===== config.mk =====
export PLATFORM = sky130hd
export DESIGN_NAME = load_writeback
export DESIGN_NICKNAME = d
export VERILOG_FILES = /design/src/rtl/load_writeback_pkg.sv /design/src/rtl/load_writeback.sv
export SDC_FILE = /design/constraint.sdc
export NUM_CORES = 1
export LEC_CHECK = 0
export ABC_AREA = 1
export CORE_MARGIN = 2
export CORE_UTILIZATION = 48
export CTS_CLUSTER_DIAMETER = 50
export DETAILED_ROUTE_END_ITERATION = 8
export HOLD_SLACK_MARGIN = 0.12
export PLACE_DENSITY = 0.81
export SETUP_SLACK_MARGIN = 0.02
export SLEW_MARGIN = 0
export SYNTH_ARGS = -nofsm -noshare
export SYNTH_HDL_FRONTEND = slang
export SYNTH_SLANG_ARGS = --single-unit

===== constraint.sdc =====
create_clock -name clk -period 3.3 [get_ports clk]
set_input_delay 0.99 -clock clk [delete_from_list [all_inputs] [get_ports clk]]
set_output_delay 0.99 -clock clk [all_outputs]
set_load 0.02 [all_outputs]

===== src/rtl/load_writeback_pkg.sv =====
// Shared record and data-bus types for the memory/writeback boundary.
package load_writeback_pkg;

  typedef struct packed {
    logic [5:0]  opcode;
    logic [31:0] valE;
    logic [4:0]  dstE;
    logic [4:0]  dstM;
    logic [5:0]  funct;
    logic [4:0]  shamt;
    logic [31:0] pc;
    logic [2:0]  btype;
    logic [4:0]  ExcCode;
    logic [31:0] erraddr;
    logic        inssl;
  } plr_w;

  typedef struct packed {
    logic        valid;
    logic [31:0] addr;
    logic [3:0]  strobe;
    logic [31:0] data;
  } dbus_req_t;

  typedef struct packed {
    logic        addr_ok;
    logic        data_ok;
    logic [31:0] data;
  } dbus_resp_t;

  localparam logic [5:0] OP_LB  = 6'h20;
  localparam logic [5:0] OP_LH  = 6'h21;
  localparam logic [5:0] OP_LW  = 6'h23;
  localparam logic [5:0] OP_LBU = 6'h24;
  localparam logic [5:0] OP_LHU = 6'h25;
  localparam logic [5:0] OP_SB  = 6'h28;
  localparam logic [5:0] OP_SH  = 6'h29;
  localparam logic [5:0] OP_SW  = 6'h2b;

endpackage


===== src/rtl/load_writeback.sv =====
// Memory/writeback boundary: runs the dbus handshake, stalls upstream while a
// transaction is outstanding, extends load data and registers the W record.
module load_writeback
  import load_writeback_pkg::*;
(
  input  logic       clk,
  input  logic       resetn,
  input  logic       m_valid,
  input  plr_w       r_m,
  input  logic       m_ok,
  input  dbus_req_t  dreq_in,
  output dbus_req_t  dreq,
  input  dbus_resp_t dresp,
  input  logic       flush,
  output logic       m_stall,
  output logic       w_valid,
  output plr_w       w_info,
  output logic [4:0] w_dst,
  output logic [31:0] w_data,
  output logic       w_we
);

  // dbus handshake: dreq holds valid and every field stable from issue until
  // the cycle dresp.data_ok=1; addr_ok plays no part in sequencing.
  typedef enum logic [1:0] {IDLE, WAIT, DRAIN} state_t;

  state_t    state_q, state_d;
  dbus_req_t req_q;
  plr_w      hold_rec_q;
  logic      hold_ok_q;

  logic        issue;
  logic        load_w;
  logic        mem_done;
  logic        valid_d;
  plr_w        src_rec;
  logic        src_ok;
  logic        is_load, is_store;
  logic [4:0]  dst_d;
  logic [31:0] data_d;
  logic        we_d;
  logic        unused_addr_ok;

  assign unused_addr_ok = dresp.addr_ok;

  function automatic logic [31:0] load_extract(input logic [5:0] op,
                                               input logic [1:0] off,
                                               input logic [31:0] d);
    logic [7:0]  b;
    logic [15:0] h;
    case (off)
      2'd0:    b = d[7:0];
      2'd1:    b = d[15:8];
      2'd2:    b = d[23:16];
      default: b = d[31:24];
    endcase
    h = off[1] ? d[31:16] : d[15:0];
    case (op)
      OP_LB:   return {{24{b[7]}}, b};
      OP_LBU:  return {24'h0, b};
      OP_LH:   return {{16{h[15]}}, h};
      OP_LHU:  return {16'h0, h};
      default: return d;
    endcase
  endfunction

  always_comb begin
    state_d  = state_q;
    dreq     = '0;
    m_stall  = 1'b0;
    load_w   = 1'b0;
    mem_done = 1'b0;
    valid_d  = 1'b0;
    src_rec  = r_m;
    src_ok   = m_ok;
    issue    = (state_q == IDLE) && m_valid && dreq_in.valid &&
               (r_m.ExcCode == '0) && !flush;
    case (state_q)
      IDLE: begin
        if (issue) begin
          dreq = dreq_in;
          if (dresp.data_ok) begin
            load_w   = 1'b1;
            mem_done = 1'b1;
            valid_d  = 1'b1;
          end else begin
            state_d = WAIT;
            m_stall = 1'b1;
          end
        end else begin
          load_w  = 1'b1;
          valid_d = m_valid && !flush;
        end
      end
      WAIT: begin
        dreq    = req_q;
        src_rec = hold_rec_q;
        src_ok  = hold_ok_q;
        if (dresp.data_ok) begin
          state_d  = IDLE;
          load_w   = !flush;
          mem_done = 1'b1;
          valid_d  = !flush;
        end else begin
          m_stall = 1'b1;
          if (flush) state_d = DRAIN;
        end
      end
      DRAIN: begin
        dreq = req_q;
        if (dresp.data_ok) state_d = IDLE;
        else               m_stall = 1'b1;
      end
      default: state_d = IDLE;
    endcase
    if (!resetn) begin
      dreq    = '0;
      m_stall = 1'b0;
    end
  end

  always_comb begin
    is_load  = (src_rec.opcode == OP_LW) || (src_rec.opcode == OP_LB) ||
               (src_rec.opcode == OP_LH) || (src_rec.opcode == OP_LBU) ||
               (src_rec.opcode == OP_LHU);
    is_store = (src_rec.opcode == OP_SW) || (src_rec.opcode == OP_SB) ||
               (src_rec.opcode == OP_SH);
    dst_d    = is_load ? src_rec.dstM : src_rec.dstE;
    data_d   = (is_load && mem_done) ?
               load_extract(src_rec.opcode, src_rec.valE[1:0], dresp.data) :
               src_rec.valE;
    // Exceptions still travel downstream as valid, but never write a register.
    we_d     = valid_d && (src_rec.ExcCode == '0) && !is_store &&
               (is_load || src_ok) && (dst_d != 5'd0);
  end

  always_ff @(posedge clk) begin
    if (!resetn) begin
      state_q    <= IDLE;
      req_q      <= '0;
      hold_rec_q <= '0;
      hold_ok_q  <= 1'b0;
      w_valid    <= 1'b0;
      w_info     <= '0;
      w_dst      <= '0;
      w_data     <= '0;
      w_we       <= 1'b0;
    end else begin
      state_q <= state_d;
      if (issue) begin
        req_q      <= dreq_in;
        hold_rec_q <= r_m;
        hold_ok_q  <= m_ok;
      end
      if (load_w) begin
        w_valid <= valid_d;
        w_info  <= src_rec;
        w_dst   <= dst_d;
        w_data  <= data_d;
        w_we    <= we_d;
      end else begin
        // Non-completing cycles drop valid/we so each write is a single pulse.
        w_valid <= 1'b0;
        w_we    <= 1'b0;
      end
    end
  end

endmodule

==> qor.yml, run 1 <==
run_status:
  failed_checks: "negative setup slack"
  status: "finished with violations"
power:
  power_density_mw_per_mm2: 581
  power_leakage_nw: 9.30
  switching_share: 0.314
  seq_power_share: 0.379
  p_clk_frac: 0.351
  p_total_mw: 13.7
  p_sw_mw: 4.30
  p_int_mw: 9.41
  peakVddDrop_mv: 0.406
  combPwrFrac: 0.271
job:
  max_cap_violations: 0
cts:
  clkTransAtPathRegs_ns: 0.05
  cts_tree: "yes"
  cts_root_buf: "clkbuf_16"
  cts_sinks: 375
  clkLatencyLatePin_ns: 0.53
  cts_buffers: 43
  htreeDepth: 2
  cts_buffer_depth: 3
  holdBufCountCts: 0
detailed_routing:
  via_count: 17793
  wl_per_cell_um: 17.7
  wl_um: 57600
  dr.pass1.iters: 5
  ant_nets: 0
  viasPerCell: 5.47
  drtIter0Drc: 1338
  drc: 0
sta:
  period_needed_ns: 3.31
  timing.final.crit_share: 1.00
  tightest_slew_ns: 1.03
  skew_ns: 0.0186
  rsz0062_at_grt: "yes"
  max_slew_margin: 0.310
  slew_violations: 0
  fin_ws_ns: -0.00947
  setup_viol: 1
  max_freq_mhz: 302
  hold_viol_final: 0
logic_synthesis:
  yosysSeqAreaShare: 0.460
  synth-main-ff-cell: "dfxtp_1"
  ys_warn_count: 0
  async_flop_share: 0
  synth-edff-count: 0
  synthesis.nets: 2545
  syn_inst: 2300
  synth-seq-cells: 375
  ys_types: 37
  netlist_area_mm2: 0.0163
  syn_avg_cell_area_um2: 7.10
global_routing:
  grt_pass1_wl_um: 89700
  antenna_found_initial: 6
  grt_remaining_overflow: 0
  grt_pass1_vias: 17122
  grt_max_degree: 124
  grtUsageTotal: 0.310
die:
  pin_count: 481
  fp.dieArea_mm2: 0.0355
  die_h_um: 188
  rows: 67
  dieWidth_um: 188
  core_area_mm2: 0.0335
  start_util: 0.487
critical_path:
  critPathTopFamily: "buffers and inverters"
  worst_setup_path_start_kind: "primary input"
  required_ns: 2.31
  slowest_delay_ns: 0.20
  path_max_fanout: 6
  critPathBufInv: 7
  worstSetupPathType: "in2out"
  crit_path_end_kind: "output pin"
  arrival_ns: 2.32
  crit_chain: "buf_6 > inv_4 > nand2_4 > inv_2 > nand3_2 > nor2_4 > buf_12 > buf_12 > buf_8 > nand2_1 > a21oi_2 > buf_6"
  crit_path_top_delay_cell: "a21oi_2"
placed_design:
  io_buffers: 479
  dpl.hpwl_um: 39500
  pre_cts_ws_ns: -0.901
  gp_congestion: 0.904
finish:
  multi_input_area_mm2: 0.00802
  nets: 3021
  fillers: 2642
  post-route-util: 0.704
  area_growth_pct: 44.5
  drive_gt1_frac: 0.135
  regArea_mm2: 0.00751
worst_hold_path:
  hp-class: "reg2reg"
==> logic make-up (layout without fill, tap and decap cells) <==
group           Yosys count  after routing  share of synthesized area
flops                   375            375                      0.460
compound gates          587            587                      0.196
mux                      23             23                     0.0141
simple gates           1068           1068                      0.259
buf+inv                 242            744                     0.0676
fa+ha+maj                 5              5                    0.00383
other cells               0              5                          0
==> power groups by stage <==
stage | combinational (mW) | clock [mW] | sequential (mW)
floorplan | 1.50 | 0 | 5.71
global placement | 3.59 | 0 | 5.26
detailed placement | 3.65 | 0 | 5.27
CTS | 3.68 | 4.86 | 5.19
global route | 3.98 | 5.03 | 5.23
finish | 3.71 | 4.81 | 5.19
==> layout by cell type (no fill, tap or decap), drive strengths merged <==
master         instances
o211a                  1
nand4                  3
diode                  5
clkinvlp               1
bufinv                 5
o21a                  10
a21oi                195
buf                  204
nor3                   6
clkdlybuf4s50        400
o21ai                255
nor2                 384
clkinv                 5
nand3b                 1
nand3                 46
o211ai                 7
o2111ai                1
a31oi                 80
or2                    2
nand2                626
mux2i                 23
dfxtp                375
ha                     5
clkbuf                62
inv                   67
a211oi                38
==> worst min-delay path: stages (launching register included) <==
cell	delay [ns]
dfxtp_1	0.31
nand2_1	0.05
nor2_1	0.04
==> repair_timing <==
item	4_1_cts	5_1_grt
endpoints found under the hold margin	0	0
pin swaps	14	13
endpoints found under the setup margin	101	79
cloned	2	1
resized for setup	375	78
setup buffers	7	1
==> synth_stat cells (6+ instances only) <==
| master | count | share of area |
|---|---|---|
| clkbuf_1 | 105 | 0.024 |
| buf_6 | 12 | 0.0083 |
| dfxtp_1 | 375 | 0.46 |
| inv_2 | 6 | 0.0014 |
| o211ai_1 | 7 | 0.0032 |
| nor2_1 | 376 | 0.086 |
| nand3_1 | 41 | 0.013 |
| o21a_1 | 10 | 0.0046 |
| a21oi_1 | 195 | 0.060 |
| inv_1 | 56 | 0.013 |
| a211oi_1 | 36 | 0.017 |
| o21ai_1 | 6 | 0.0018 |
| buf_4 | 12 | 0.0055 |
| nand2_2 | 11 | 0.0042 |
| o21ai_0 | 247 | 0.076 |
| mux2i_1 | 23 | 0.014 |
| a31oi_1 | 80 | 0.031 |
| buf_2 | 44 | 0.013 |
| nand2_1 | 612 | 0.14 |
==> routing by layer <==
layer  GRT usage  routed length, µm  vias to the layer above  part of all wire
met5           0                  0                        -                 0
li1            -                  -                     8527                 -
met3      0.0596               4780                      192             0.083
met1       0.379              22400                     8264              0.39
met4       0.155               3170                        0             0.055
met2       0.521              27300                      810              0.47
==> path summary, 6_finish.rpt <==
kind	from	cells after the start	endpoint	slack [ns]
worst max-delay path	flush	12	dreq[67]	-0.009
worst min register to register	hold_rec_q[37]$_SDFFE_PN0N_	2	hold_rec_q[37]$_SDFFE_PN0N_	0.43
worst min-delay path	hold_rec_q[37]$_SDFFE_PN0N_	2	hold_rec_q[37]$_SDFFE_PN0N_	0.43
worst max register to register	state_q[0]$_SDFFE_PN0P_	12	w_info[122]$_SDFFE_PN0N_	0.35
==> layout make-up <==
cell class | instances | share of cell area
timing repair buffer | 609 | 0.248
clock buffer | 57 | 0.0500
tap | 448 | 0.0238
antenna | 5 | 0.000530
sequential | 375 | 0.318
multi-input combinational | 1683 | 0.340
inverter | 64 | 0.0107
clock inverter | 14 | 0.00986
==> stage by stage <==
stage,std cells,setup TNS (ns),instance area [µm²],hold WS [ns]
5_1_grt,3255,-0.188,23600,0.460
6_report,3255,-0.00947,23600,0.435
3_3_place_gp,3169,-154.63,22000,0.422
2_1_floorplan,2300,-0.00524,16400,0.415
4_1_cts,3249,0,23300,0.435
3_5_place_dp,3169,-171.83,22000,0.427
==> state kept, by name, summed over array words and instances, names as in the netlist <==
register	cells
hold_rec_q	132
w_info	132
req_q	69
w_data	32
w_dst	5
state_q	2
hold_ok_q	1
w_valid	1
w_we	1
Note: power is estimated with default switching activity, not from simulation.
==> run 2, diff against run 1 <==
--- a/config.mk
+++ b/config.mk
@@ -7,11 +7,12 @@
 export LEC_CHECK = 0
 export ABC_AREA = 1
 export CORE_MARGIN = 2
-export CORE_UTILIZATION = 48
+export CORE_UTILIZATION = 44
+export CTS_BUF_LIST = sky130_fd_sc_hd__clkbuf_8
 export CTS_CLUSTER_DIAMETER = 50
 export DETAILED_ROUTE_END_ITERATION = 8
 export HOLD_SLACK_MARGIN = 0.12
-export PLACE_DENSITY = 0.81
+export PLACE_DENSITY = 0.78
 export SETUP_SLACK_MARGIN = 0.02
 export SLEW_MARGIN = 0
 export SYNTH_ARGS = -nofsm -noshare
==> constraint.sdc (replaced) <==
create_clock -name clk -period 2.79 [get_ports clk]
set_input_delay 0.837 -clock clk [delete_from_list [all_inputs] [get_ports clk]]
set_output_delay 0.837 -clock clk [all_outputs]
set_load 0.02 [all_outputs]
==> run 2 against run 1 <==
Compared with the run above:
- the flow still finishes with violations (negative setup slack)
- sequential share of layout area down 2.2 points
- combinational power up 25%
- sequential power up 18%
- non-clock buffer count up 58
- register-to-register slack worse by 0.17 ns
- highest routed layer unchanged
- count of clock-buffer cells in the layout up 23
- sequential cell count unchanged
==> qor.yml, run 2 (synthesis gave the netlist of run 1 again) <==
critical_path:
  timing.rr.start: "state_q[0]$_SDFFE_PN0P_"  # unchanged
  r2r_end: "w_data[21]$_SDFFE_PN0N_"  # was w_info[122]$_SDFFE_PN0N_
  ff2ff_path_depth: 13  # was 12
  crit_path_end_kind: "output pin"  # unchanged
  reg2reg_slack_ns: 0.18  # was 0.35 ns
  cp_common_cell: "buf_6"
  worstSetupPathType: "reg2out"  # was in2out
  arrival_ns: 2.30  # was 2.32 ns
  path_depth: 11  # was 12
  critPathBufInv: 6  # was 7
  cp-startpoint: "state_q[0]$_SDFFE_PN0P_"  # was flush
  path_max_fanout: 5  # was 6
  slowest_delay_ns: 0.32  # was 0.20 ns
  crit_end: "dreq[55]"  # was dreq[67]
  worst_setup_path_start_kind: "flop"  # was primary input
  crit_path_top_delay_cell: "dfxtp_2"  # was a21oi_2
  crit_chain: "inv_2 > ha_4 > nand2_4 > nor2_4 > buf_6 > buf_6 > buf_12 > buf_16 > nand2_4 > a21oi_4 > buf_6"  # was buf_6 > inv_4 > nand2_4 > inv_2 > nand3_2 > nor2_4 > buf_12 > buf_12 > buf_8 > nand2_1 > a21oi_2 > buf_6
  required_ns: 1.95  # was 2.31 ns
  critPathTopFamily: "buffers and inverters"  # unchanged
finish:
  stdcell_area_mm2: 0.0254  # was 0.0236 mm²
  fillers: 2740  # was 2642
  area_growth_pct: 55.4  # was 44.5%
  nets: 3103  # was 3021
  reg_top3: "hold_rec_q (132), w_info (132), req_q (69)"  # unchanged
  multi_input_area_mm2: 0.00885  # was 0.00802 mm²
  regArea_mm2: 0.00751  # about the same
  final_cell_mix: "nand2_1, clkdlybuf4s50_1, dfxtp_1, nor2_1, o21ai_0"  # unchanged
  finalNonFillerCells: 3387  # was 3255
  drive_gt1_frac: 0.194  # was 0.135
  final_common_cell: "nand2_1"  # unchanged
power:
  p_int_mw: 11.0  # was 9.41 mW
  power_density_mw_per_mm2: 640  # was 581 mW/mm²
  combPwrFrac: 0.284  # was 0.271
  p_clk_frac: 0.338  # was 0.351
  peakVddDrop_mv: 0.474  # was 0.406 mV
  seq_power_share: 0.377  # was 0.379
  p_sw_mw: 5.29  # was 4.30 mW
  switching_share: 0.325  # was 0.314
  p_total_mw: 16.3  # was 13.7 mW
  power_leakage_nw: 10.2  # was 9.30 nW
cts:
  cts_sinks: 375  # unchanged
  htreeDepth: 3  # was 2
  cts_buffer_depth: 3  # unchanged
  clkTransAtPathRegs_ns: 0.06  # was 0.05 ns
  cts_tree: "yes"  # unchanged
  cts_root_buf: "clkbuf_8"  # was clkbuf_16
  cts_buffers: 67  # was 43
  clkLatencyLatePin_ns: 0.61  # was 0.53 ns
  holdBufCountCts: 0  # unchanged
detailed_routing:
  ant_nets: 0  # unchanged
  dr.pass1.iters: 6  # was 5
  wl_um: 66700  # was 57600 µm
  via_count: 18755  # was 17793
  drc: 0  # unchanged
  wl_per_cell_um: 19.7  # was 17.7 µm
  viasPerCell: 5.54  # was 5.47
  drtIter0Drc: 1349  # was 1338
die:
  rows: 70  # was 67
  fp.dieArea_mm2: 0.0387  # was 0.0355 mm²
  start_util: 0.446  # was 0.487
  dieWidth_um: 197  # was 188 µm
  pin_count: 481  # unchanged
  core_area_mm2: 0.0366  # was 0.0335 mm²
  die_h_um: 197  # was 188 µm
global_routing:
  grt_pass1_vias: 18037  # was 17122
  grt_max_degree: 123  # was 124
  grt_pass1_wl_um: 97000  # was 89700 µm
  antenna_found_initial: 15  # was 6
  grtUsageTotal: 0.317  # was 0.310
  grt_remaining_overflow: 0  # unchanged
sta:
  timing.final.crit_share: 1.12
  setup_tns_ns: -15.71  # was -0.00947 ns
  max_slew_margin: 0.214  # was 0.310
  max_freq_mhz: 319
  period_needed_ns: 3.14
  slew_violations: 0  # unchanged
  setup_viol: 70  # was 1
  fin_ws_ns: -0.346  # was -0.00947 ns
  hold_viol_final: 0  # unchanged
  rsz0062_at_grt: "yes"  # unchanged
  tightest_slew_ns: 1.18  # was 1.03 ns
  skew_ns: 0.0288  # was 0.0186 ns
run_status:
  status: "finished with violations"  # unchanged
  failed_checks: "negative setup slack"  # unchanged
placed_design:
  pre_cts_ws_ns: -1.12  # was -0.901 ns
  io_buffers: 479  # unchanged
  dp_cells: 3193  # was 3169
  gp_congestion: 0.898  # was 0.904
  place_area_mm2: 0.0224  # was 0.0220 mm²
  dpl.hpwl_um: 41000  # was 39500 µm
job:
  max_cap_violations: 0  # unchanged
worst_hold_path:
  worstHoldPathCells: 2  # unchanged
  hp-class: "reg2reg"  # unchanged
==> run 2: how the worst min path moves through the flow <==
stage	slack [ns]	startpoint	to
after floorplan	0.42	hold_rec_q[37]$_SDFFE_PN0N_	hold_rec_q[37]$_SDFFE_PN0N_
after global placement	0.42	hold_rec_q[37]$_SDFFE_PN0N_	hold_rec_q[37]$_SDFFE_PN0N_
after detailed placement	0.44	hold_rec_q[36]$_SDFFE_PN0N_	hold_rec_q[36]$_SDFFE_PN0N_
after CTS	0.44	hold_rec_q[36]$_SDFFE_PN0N_	hold_rec_q[36]$_SDFFE_PN0N_
after global routing	0.46	hold_rec_q[35]$_SDFFE_PN0N_	hold_rec_q[35]$_SDFFE_PN0N_
final	0.44	hold_rec_q[37]$_SDFFE_PN0N_	hold_rec_q[37]$_SDFFE_PN0N_
==> run 2: final cells by class <==
class                      instances  share of cell area
clock buffer                      80              0.0434
multi-input combinational       1683               0.349
timing repair buffer             667               0.265
clock inverter                    36              0.0131
inverter                          64             0.00991
antenna                           14             0.00138
tap                              468              0.0231
sequential                       375               0.296
==> run 2: worst min-delay path, stage by stage, from the launching register on <==
cell and delay [ns]:
dfxtp_1 0.31, nand2_1 0.05, nor2_1 0.04
==> run 2: power groups by stage <==
stage | Clock, mW | Sequential, mW | Combinational (mW)
3_3_place_gp | 0 | 6.22 | 4.31
6_report | 5.50 | 6.13 | 4.62
4_1_cts | 5.56 | 6.13 | 4.53
5_1_grt | 5.83 | 6.18 | 4.93
3_5_place_dp | 0 | 6.23 | 4.38
2_1_floorplan | 0 | 6.75 | 1.79
==> run 2: stage by stage <==
stage          hold WS (ns)  utilization
2_1_floorplan         0.415            -
4_1_cts               0.445        0.683
6_report              0.441        0.693
5_1_grt               0.462        0.693
3_3_place_gp          0.424        0.611
3_5_place_dp          0.436        0.611
==> run 2: repair_timing <==
action / 4_1_cts / 5_1_grt
gates resized for setup: 558 / 73
pin swaps: 39 / 42
endpoints found under the setup margin: 79 / 101
setup buffers: 38 / 22
cloned: 12 / 1
==> run 2: layer usage <==
| metal | GRT usage | part of all wire | vias to the layer above |
|---|---|---|---|
| met4 | 0.203 | 0.069 | 0 |
| li1 | - | - | 8688 |
| met1 | 0.367 | 0.37 | 8689 |
| met2 | 0.532 | 0.48 | 1080 |
| met3 | 0.0691 | 0.087 | 298 |
| met5 | 0 | 0 | - |
==> run 3, diff against run 2 <==
--- a/config.mk
+++ b/config.mk
@@ -6,13 +6,13 @@
 export NUM_CORES = 1
 export LEC_CHECK = 0
 export ABC_AREA = 1
-export CORE_MARGIN = 2
-export CORE_UTILIZATION = 44
+export CORE_AREA = 2 2 184 186
 export CTS_BUF_LIST = sky130_fd_sc_hd__clkbuf_8
 export CTS_CLUSTER_DIAMETER = 50
 export DETAILED_ROUTE_END_ITERATION = 8
+export DIE_AREA = 0 0 186 188
 export HOLD_SLACK_MARGIN = 0.12
-export PLACE_DENSITY = 0.78
+export PLACE_DENSITY = 0.83
 export SETUP_SLACK_MARGIN = 0.02
 export SLEW_MARGIN = 0
 export SYNTH_ARGS = -nofsm -noshare
==> constraint.sdc (replaced) <==
create_clock -name clk -period 3.66 [get_ports clk]
set_input_delay 1.098 -clock clk [delete_from_list [all_inputs] [get_ports clk]]
set_output_delay 1.098 -clock clk [all_outputs]
set_load 0.02 [all_outputs]
==> run 3 against run 2 <==
Compared with the run above:
- the flow still finishes with violations (negative setup slack)
- via count shrank 3.3%
- non-clock buffer count shrank 49
- largest power group unchanged
- total power shrank 28%
- first-iteration DRC count grew 5.5%
- clock skew grew 0.00099 ns
- utilization grew 1.8 points
- critical path type is now in2out
- setup slack gained 0.34 ns
- die area shrank 9.6%
- count of clock-buffer cells in the layout shrank 8
- critical path depth is the same
- clock power shrank 34%
==> qor.yml, run 3 (synthesis gave the netlist of run 1 again) <==
run_status:
  status: "finished with violations"  # unchanged
  failed_checks: "negative setup slack"  # unchanged
power:
  combPwrFrac: 0.290  # was 0.284
  p_int_mw: 7.82  # was 11.0 mW
  p_total_mw: 11.7  # was 16.3 mW
  power_density_mw_per_mm2: 497  # was 640 mW/mm²
  seq_power_share: 0.399  # was 0.377
  p_sw_mw: 3.89  # was 5.29 mW
  power_leakage_nw: 9.44  # was 10.2 nW
  p_clk_frac: 0.311  # was 0.338
  switching_share: 0.332  # was 0.325
  peakVddDrop_mv: 0.416  # was 0.474 mV
global_routing:
  antenna_found_initial: 5  # was 15
  grt_pass1_vias: 17570  # was 18037
  grt_pass1_wl_um: 91400  # was 97000 µm
  grt_max_degree: 203  # was 123
  grt_remaining_overflow: 0  # unchanged
  grtUsageTotal: 0.326  # was 0.317
die:
  die_h_um: 188  # was 197 µm
  start_util: 0.493  # was 0.446
  rows: 67  # was 70
  dieWidth_um: 186  # was 197 µm
  core_area_mm2: 0.0331  # was 0.0366 mm²
  fp.dieArea_mm2: 0.0350  # was 0.0387 mm²
  pin_count: 481  # unchanged
sta:
  timing.final.crit_share: 1.00
  slew_violations: 0  # unchanged
  setup_tns_ns: -0.0106  # was -15.71 ns
  rsz0062_at_grt: "yes"  # unchanged
  skew_ns: 0.0298  # was 0.0288 ns
  fin_ws_ns: -0.00551  # was -0.346 ns
  max_slew_margin: 0.208  # was 0.214
  hold_viol_final: 0  # unchanged
  period_needed_ns: 3.67
  setup_viol: 2  # was 70
  max_freq_mhz: 273
  whs_ns: 0.444  # was 0.441 ns
  tightest_slew_ns: 1.19  # was 1.18 ns
cts:
  cts_sinks: 375  # unchanged
  cts_root_buf: "clkbuf_8"  # unchanged
  holdBufCountCts: 0  # unchanged
  clkTransAtPathRegs_ns: 0.06  # about the same
  cts_buffers: 61  # was 67
  cts_buffer_depth: 3  # unchanged
  htreeDepth: 2  # was 3
  clkLatencyLatePin_ns: 0.62  # was 0.61 ns
  cts_tree: "yes"  # unchanged
finish:
  nets: 3048  # was 3103
  finalNonFillerCells: 3302  # was 3387
  multi_input_area_mm2: 0.00804  # was 0.00885 mm²
  regArea_mm2: 0.00751  # about the same
  final_common_cell: "nand2_1"  # unchanged
  reg_top3: "hold_rec_q (132), w_info (132), req_q (69)"  # unchanged
  area_growth_pct: 44.3  # was 55.4%
  final_cell_mix: "nand2_1, clkdlybuf4s50_1, dfxtp_1, nor2_1, o21ai_0"  # unchanged
  post-route-util: 0.712  # was 0.693
  drive_gt1_frac: 0.144  # was 0.194
  fillers: 2555  # was 2740
placed_design:
  io_buffers: 479  # unchanged
  dpl.hpwl_um: 39300  # was 41000 µm
  dp_cells: 3171  # was 3193
  gp_congestion: 0.939  # was 0.898
critical_path:
  required_ns: 2.56  # was 1.95 ns
  arrival_ns: 2.57  # was 2.30 ns
  worstSetupPathType: "in2out"  # was reg2out
  worst_setup_path_start_kind: "primary input"  # was flop
  path_max_fanout: 6  # was 5
  crit_path_end_kind: "output pin"  # unchanged
detailed_routing:
  ant_nets: 0  # unchanged
  wl_per_cell_um: 18.2  # was 19.7 µm
  viasPerCell: 5.50  # was 5.54
  wl_um: 60100  # was 66700 µm
  dr.pass1.iters: 5  # was 6
  drc: 0  # unchanged
  drtIter0Drc: 1423  # was 1349
  via_count: 18145  # was 18755
job:
  max_cap_violations: 0  # unchanged
worst_hold_path:
  hp-class: "reg2reg"  # unchanged
[run 3: cell types whose count changed in the layout (fill, tap and decap cells not counted), moves of 6 or more]
| cell | previous run | this run |
|---|---|---|
| a21oi_1 | 126 | 161 |
| a21oi_2 | 37 | 31 |
| a21oi_4 | 32 | 3 |
| buf_12 | 25 | 19 |
| buf_2 | 5 | 34 |
| buf_4 | 164 | 134 |
| buf_6 | 64 | 19 |
| clkbuf_8 | 80 | 72 |
| diode_2 | 14 | 4 |
| inv_1 | 69 | 80 |
| nand2_1 | 542 | 586 |
| nand2_4 | 53 | 12 |
| nand2_8 | 7 | 0 |
[run 3: path summary, 6_finish.rpt]
kind                                             startpoint                           to  slack (ns)  cells after the start
worst max register to register      state_q[1]$_SDFFE_PN0P_  hold_rec_q[83]$_SDFFE_PN0N_        0.58                     11
worst min-delay path            hold_rec_q[36]$_SDFFE_PN0N_  hold_rec_q[36]$_SDFFE_PN0N_        0.44                      2
worst min register to register  hold_rec_q[36]$_SDFFE_PN0N_  hold_rec_q[36]$_SDFFE_PN0N_        0.44                      2
worst max-delay path                                r_m[34]                     dreq[48]      -0.006                     11
[run 3: critical path, stage by stage]
cell and delay [ns]:
clkdlybuf4s15_2 0.19, nor2_2 0.13, nand3_2 0.10, nor2_4 0.13, buf_12 0.12, buf_6 0.11, buf_8 0.12, buf_16 0.14
nand2_2 0.07, a21oi_2 0.20, buf_6 0.14
[run 3: routing by layer]
metal | wire (µm) | GRT usage | part of all wire | up-vias
met3 | 4720 | 0.0573 | 0.079 | 231
met1 | 23800 | 0.407 | 0.40 | 8429
li1 | - | - | - | 8577
met2 | 27900 | 0.528 | 0.46 | 906
met4 | 3630 | 0.186 | 0.060 | 2
met5 | 13 | 0 | 0.00022 | -
[run 3: power groups by stage]
stage                     Sequential [mW]  Clock, mW  Combinational, mW
after floorplan                      5.15          0               1.35
after global placement               4.74          0               3.28
after detailed placement             4.75          0               3.34
after CTS                            4.67       3.67               3.36
after global routing                 4.71       3.86               3.63
final                                4.67       3.64               3.39
[run 3: stage by stage]
stage / worst slack, ns / cell area (µm²)
6_report: -0.00551 / 23600
5_1_grt: -0.0508 / 23600
4_1_cts: 0.0335 / 23400
3_5_place_dp: -0.633 / 21900
3_3_place_gp: -0.623 / 21900
2_1_floorplan: 0.125 / 16300
[run 3: cell type report]
cell class	count	share of cell area
Tap cell	448	0.0238
Sequential cell	375	0.319
Antenna cell	4	0.000425
Inverter	64	0.0106
Multi-Input combinational cell	1683	0.341
Clock inverter	38	0.00971
Clock buffer	72	0.0420
Timing Repair Buffer	618	0.254
[run 3: what timing repair did]
action / 4_1_cts / 5_1_grt
resized for setup: 357 / 75
cloned: 6 / 0
setup endpoints to repair: 70 / 49
pin swaps: 23 / 17
buffers inserted: 14 / 0
